$ cat config.mk
export PLATFORM = sky130hd
export DESIGN_NAME = rv32m_muldiv_flat
export DESIGN_NICKNAME = d
export VERILOG_FILES = /design/src/rtl/rv32m_muldiv_if.sv /design/src/rtl/rv32m_muldiv.sv /design/src/flat_wrapper.sv
export SDC_FILE = /design/constraint.sdc
export NUM_CORES = 1
export LEC_CHECK = 0
export ABC_AREA = 1
export CORE_MARGIN = 4
export CORE_UTILIZATION = 25
export DETAILED_ROUTE_END_ITERATION = 10
export HOLD_SLACK_MARGIN = 0.1
export PLACE_DENSITY_LB_ADDON = 0.25
export RECOVER_POWER = 25
export SYNTH_ARGS = -nofsm -noshare
export SYNTH_HDL_FRONTEND = slang
export SYNTH_SLANG_ARGS = --single-unit
$ cat constraint.sdc
create_clock -name clk -period 2.7 [get_ports clk]
set_clock_uncertainty 0.2 [all_clocks]
set_input_delay 0.405 -clock clk [delete_from_list [all_inputs] [get_ports clk]]
set_output_delay 0.405 -clock clk [all_outputs]
set_load 0.1 [all_outputs]
$ cat src/rtl/rv32m_muldiv_if.sv
// rv32m_muldiv_if: request/result bundle between the pipeline and the M-extension unit
interface rv32m_muldiv_if;
  logic        start;
  logic [2:0]  funct3;
  logic [31:0] op_a;
  logic [31:0] op_b;
  logic [4:0]  dest;
  logic        abort;
  logic        busy;
  logic        done;
  logic [31:0] result;
  logic [4:0]  write_addr;
  logic        write_en;
  modport master (output start, funct3, op_a, op_b, dest, abort,
                  input busy, done, result, write_addr, write_en);
  modport slave  (input start, funct3, op_a, op_b, dest, abort,
                  output busy, done, result, write_addr, write_en);
endinterface

$ cat src/rtl/rv32m_muldiv.sv
// rv32m_muldiv: iterative RV32M multiply/divide, fixed 34-cycle latency, x0 writes suppressed
module rv32m_muldiv (
  input logic clk,
  input logic rst_n,
  rv32m_muldiv_if.slave bus
);
  localparam logic [1:0] IDLE = 2'd0, CALC = 2'd1, FIN = 2'd2;
  logic [1:0]  state_q, state_d;
  logic [5:0]  cnt_q, cnt_d;
  logic [2:0]  f3_q;
  logic [4:0]  dest_q, waddr_q;
  logic        neg_q, done_q, we_q;
  logic [31:0] mag_q, result_q, ma, mb, div_diff;
  logic [63:0] acc_q, acc_step, sel, fin;
  logic [32:0] mul_s;
  logic        busy, start_ok, fin_ok, is_mul, sa_en, sb_en, a_neg, b_neg, neg_new, div_ge;
  assign busy     = state_q != IDLE;
  assign start_ok = !busy && bus.start && !bus.abort;
  assign fin_ok   = state_q == FIN && !bus.abort;
  assign is_mul   = !bus.funct3[2];
  assign sa_en    = bus.funct3[2] ? !bus.funct3[0] : bus.funct3[0] ^ bus.funct3[1];
  assign sb_en    = bus.funct3[2] ? !bus.funct3[0] : bus.funct3[1:0] == 2'b01;
  assign a_neg    = sa_en && bus.op_a[31];
  assign b_neg    = sb_en && bus.op_b[31];
  assign ma       = a_neg ? -bus.op_a : bus.op_a;
  assign mb       = b_neg ? -bus.op_b : bus.op_b;
  // a zero divisor yields an all-ones quotient that must not be negated
  assign neg_new  = is_mul ? a_neg ^ b_neg : bus.funct3[1] ? a_neg : (a_neg ^ b_neg) && |bus.op_b;
  assign mul_s    = {1'b0, acc_q[63:32]} + (acc_q[0] ? {1'b0, mag_q} : 33'd0);
  assign div_ge   = acc_q[63:31] >= {1'b0, mag_q};
  assign div_diff = acc_q[62:31] - mag_q;
  // acc holds {product hi, multiplier} for multiply and {remainder, dividend/quotient} for divide
  assign acc_step = !f3_q[2] ? {mul_s, acc_q[31:1]} :
                    div_ge ? {div_diff, acc_q[30:0], 1'b1} : {acc_q[62:0], 1'b0};
  assign sel      = !f3_q[2] ? acc_q : {32'd0, f3_q[1] ? acc_q[63:32] : acc_q[31:0]};
  assign fin      = neg_q ? -sel : sel;
  always_comb begin
    state_d = (busy && bus.abort) ? IDLE :
              start_ok ? CALC :
              (state_q == CALC && cnt_q == 6'd1) ? FIN :
              state_q == FIN ? IDLE : state_q;
    cnt_d   = start_ok ? 6'd32 : state_q == CALC ? cnt_q - 6'd1 : cnt_q;
  end
  always_ff @(posedge clk or negedge rst_n) begin
    if (!rst_n) begin
      state_q  <= IDLE;
      cnt_q    <= '0;
      f3_q     <= '0;
      dest_q   <= '0;
      neg_q    <= 1'b0;
      mag_q    <= '0;
      acc_q    <= '0;
      result_q <= '0;
      waddr_q  <= '0;
      done_q   <= 1'b0;
      we_q     <= 1'b0;
    end else begin
      state_q <= state_d;
      cnt_q   <= cnt_d;
      done_q  <= fin_ok;
      we_q    <= fin_ok && dest_q != 5'd0;
      if (start_ok) begin
        f3_q   <= bus.funct3;
        dest_q <= bus.dest;
        neg_q  <= neg_new;
        mag_q  <= is_mul ? ma : mb;
        acc_q  <= {32'd0, is_mul ? mb : ma};
      end else if (state_q == CALC)
        acc_q <= acc_step;
      if (fin_ok) begin
        result_q <= (!f3_q[2] && f3_q[1:0] != 2'b00) ? fin[63:32] : fin[31:0];
        waddr_q  <= dest_q;
      end
    end
  end
  assign bus.busy       = busy;
  assign bus.done       = done_q;
  assign bus.result     = result_q;
  assign bus.write_addr = waddr_q;
  assign bus.write_en   = we_q;
endmodule
$ cat src/flat_wrapper.sv
// flat-port wrapper written by rule: the top's interface ports become plain ports
module rv32m_muldiv_flat 
  (clk, rst_n, bus_start, bus_funct3, bus_op_a, bus_op_b, bus_dest, bus_abort, bus_busy, bus_done, bus_result, bus_write_addr, bus_write_en);
  rv32m_muldiv_if bus_i ();
  input logic clk;
  input logic rst_n;
  input wire logic [$bits(bus_i.start)-1:0] bus_start;
  input wire logic [$bits(bus_i.funct3)-1:0] bus_funct3;
  input wire logic [$bits(bus_i.op_a)-1:0] bus_op_a;
  input wire logic [$bits(bus_i.op_b)-1:0] bus_op_b;
  input wire logic [$bits(bus_i.dest)-1:0] bus_dest;
  input wire logic [$bits(bus_i.abort)-1:0] bus_abort;
  output wire logic [$bits(bus_i.busy)-1:0] bus_busy;
  output wire logic [$bits(bus_i.done)-1:0] bus_done;
  output wire logic [$bits(bus_i.result)-1:0] bus_result;
  output wire logic [$bits(bus_i.write_addr)-1:0] bus_write_addr;
  output wire logic [$bits(bus_i.write_en)-1:0] bus_write_en;
  assign bus_i.start = bus_start;
  assign bus_i.funct3 = bus_funct3;
  assign bus_i.op_a = bus_op_a;
  assign bus_i.op_b = bus_op_b;
  assign bus_i.dest = bus_dest;
  assign bus_i.abort = bus_abort;
  assign bus_busy = bus_i.busy;
  assign bus_done = bus_i.done;
  assign bus_result = bus_i.result;
  assign bus_write_addr = bus_i.write_addr;
  assign bus_write_en = bus_i.write_en;
  rv32m_muldiv u_core (.clk(clk), .rst_n(rst_n), .bus(bus_i));
endmodule
==> results.yml <==
timing:
  period_minus_slack_ns: 2.67
  maxSlewViolCount: 0
  rsz0062_at_grt: "true"
  fin_tns_setup_ns: 0
  slew_headroom_pct: 25.7
  fmax_ghz: 0.374
  fin_crit_sh_pct: 98.9
  max_slew.worst_pin.slew_ns: 1.12
  setup_viol: 0
  hold_viol: 0
layout:
  fillers: 7508
  nNetsFinal: 3687
  seq_area_mm2: 0.00382
  n_antenna_cell: 0
  post_route_cells_drive_above_1_share_pct: 30.1
  final_cell_area_mm2: 0.0256
  multiInputGateArea_mm2: 0.0132
  area_growth_pct: 48.4
logic_synthesis:
  synth.area.top_cells: "dfrtp_1, nand2_1, nand3_1, inv_1, nor2_1"
  synth-edff-count: 0
  avgSynthCellArea_um2: 5.91
  seq_area_frac_synth_pct: 22.1
  post-synth-top-count-cell: "nand2_1"
  synthCells: 2919
  synth-warning-count: 0
  synth_top_cell_area_share_pct: 22.1
  yosys.area.top_type: "dfrtp_1"
  syn_area_mm2: 0.0172
  ys_async_sr_fraction_pct: 100
  synth_common_cells: "nand2_1, inv_1, nand3_1"
  ys.flop_type: "dfrtp_1"
  synth_fp_nets: 3067
  ys_types: 58
  ys_seq_elements: 152
global_routing:
  grt_pass1_vias: 20900
  grt_first_pass_wirelength_um: 128000
  antenna_found_initial: 0
  grt.total_usage_pct: 22.8
  grt_overflow_total: 0
  grt_max_degree: 70
floorplanning:
  fp-row-count: 96
  coreArea_mm2: 0.0685
  die_area_mm2: 0.0733
  fp.dieW_um: 271
  initial_core_util_pct: 25.2
  ios: 116
  fp.dieH_um: 271
clock_network:
  insertion_delay_ns: 0.47
  htree_levels: 4
  root_buffer: "clkbuf_16"
  clk_pin_slew_ns: 0.08
  cts_tree: "built"
  clock_sinks: 152
  numCtsBuffers: 17
  clockBufferDepth: 2
place:
  place_area_mm2: 0.0232
  routabilityCongestion: 0.966
  dp_hpwl_um: 71200
  io_buffers: 115
critical_path:
  required_ns: 2.87
  start_kind: "flip-flop"
  arrival_ns: 2.84
  end_kind: "flip-flop"
  critPathKind: "reg -> reg"
  critical_path_peak_fanout: 24
route:
  drc: 0
  drtPass1Iterations: 6
  routed_wl_um: 86800
  wl_per_cell_um: 19.6
  drt_iter0_drc: 1798
  routed_via_density: 4.92
  vias: 21800
  ant_nets: 0
power:
  power.total_uw: 30600
  p_per_area_mw_per_mm2: 1190
  leakage_uw: 0.0126
  irDropWorstVdd_mv: 0.534
min_path:
  hold_path.class: "reg -> reg"
run_status:
  status: "finished, final reports clean"
run:
  max_cap_viol_count: 0
what timing repair did:
item                                    4_1_cts  5_1_grt
hold endpoints to repair                    107        0
buffers inserted                              6       30
endpoints found under the setup margin       48       64
hold buffers                                  1        0
pin swaps                                    10       71
gates resized for setup                      74      323
power by group:
group / internal, uW / leakage, uW / switching (uW)
Sequential: 3110 / 0.00189 / 911
Clock: 1300 / 0.000274 / 1190
Combinational: 9570 / 0.0105 / 14500
sequential cells by signal, summed over array words and instances, names as in the netlist:
signal	cells
u_core.mag_q	32
u_core.cnt_q	6
u_core.bus.done	1
u_core.bus.write_en	1
u_core.bus.result	32
u_core.dest_q	5
u_core.bus.write_addr	5
u_core.acc_q	64
u_core.state_q	2
u_core.neg_q	1
u_core.f3_q	3
layer usage:
| layer | part of all wire, % | global-route usage, % | vias up |
|---|---|---|---|
| met5 | 0 | 0 | - |
| met4 | 3.5 | 7.44 | 0 |
| met3 | 6.2 | 2.39 | 123 |
| met2 | 46 | 37.6 | 774 |
| met1 | 45 | 31.3 | 10200 |
| li1 | - | - | 10800 |
final timing paths:
kind	start	to	slack (ns)	cells after the start
setup / recovery	u_core.acc_q[0]	u_core.acc_q[52]	0.03	15
hold / removal	u_core.bus.result[15]	u_core.bus.result[15]	0.28	2
setup reg to reg	u_core.acc_q[0]	u_core.acc_q[52]	0.03	15
hold reg to reg	u_core.bus.result[15]	u_core.bus.result[15]	0.28	2
max in group asynchronous	rst_n	u_core.mag_q[5]	0.50	3
min in group asynchronous	rst_n	u_core.bus.result[28]	0.46	2
critical path: stages, from the launching register on:
cell     delay [ns]
dfrtp_1        0.42
buf_12         0.18
buf_4          0.17
nand2_1        0.06
inv_1          0.06
ha_4           0.30
nand2_2        0.09
nor2_4         0.12
inv_1          0.08
nor2_2         0.12
nand4_1        0.15
nand3_2        0.11
nor2_1         0.04
or2_2          0.31
nand3_1        0.09
nand2_1        0.06
layout make-up:
type / instances / share of cell area (%)
clock buffers: 19 / 1.69
clock inverters: 13 / 0.533
inverters: 338 / 5.02
multi-input cells: 2330 / 51.4
flip-flops and latches: 152 / 14.9
well taps: 882 / 4.31
repair buffers: 700 / 22.1
per-stage QoR:
stage               setup WS (ns)  util, %  hold slack [ns]  cells
finish                     0.0295     37.4            0.278   4434
global route              -0.0884     37.4            0.307   4434
CTS                       -0.0469     35.2            0.205   4405
detailed placement         -0.335     33.9            0.156   4366
global placement           -0.352     33.9            0.154   4366
floorplan                 0.00915        -          -0.0906   2919
layout by cell type, fill, tap and decap left out, types with 22 or more instances in the layout:
master	instances
nand2_1	902
buf_4	600
inv_1	301
nand3_1	279
nor2_1	230
dfrtp_1	143
o21ai_0	120
nand2_2	92
a21oi_1	88
clkdlybuf4s50_1	74
xor2_1	56
nor2_2	54
a21oi_2	45
nand4_1	38
ha_4	38
nor2_4	29
inv_2	28
nand3b_1	28
o211ai_1	28
ha_1	27
o21ai_1	25
nand3_2	24
xnor2_1	22
cell families after synthesis:
logic type	count (synthesis)	synth area share, %
AND/OR/NAND/NOR	1753	43.7
buffers and inverters	437	10.2
AO/OA/AOI/OAI	427	14.7
flip-flops	152	22.1
XOR/XNOR	78	3.96
adder cells (fa/ha/maj)	72	5.31
No activity file was read; power rests on OpenSTA's default activity.
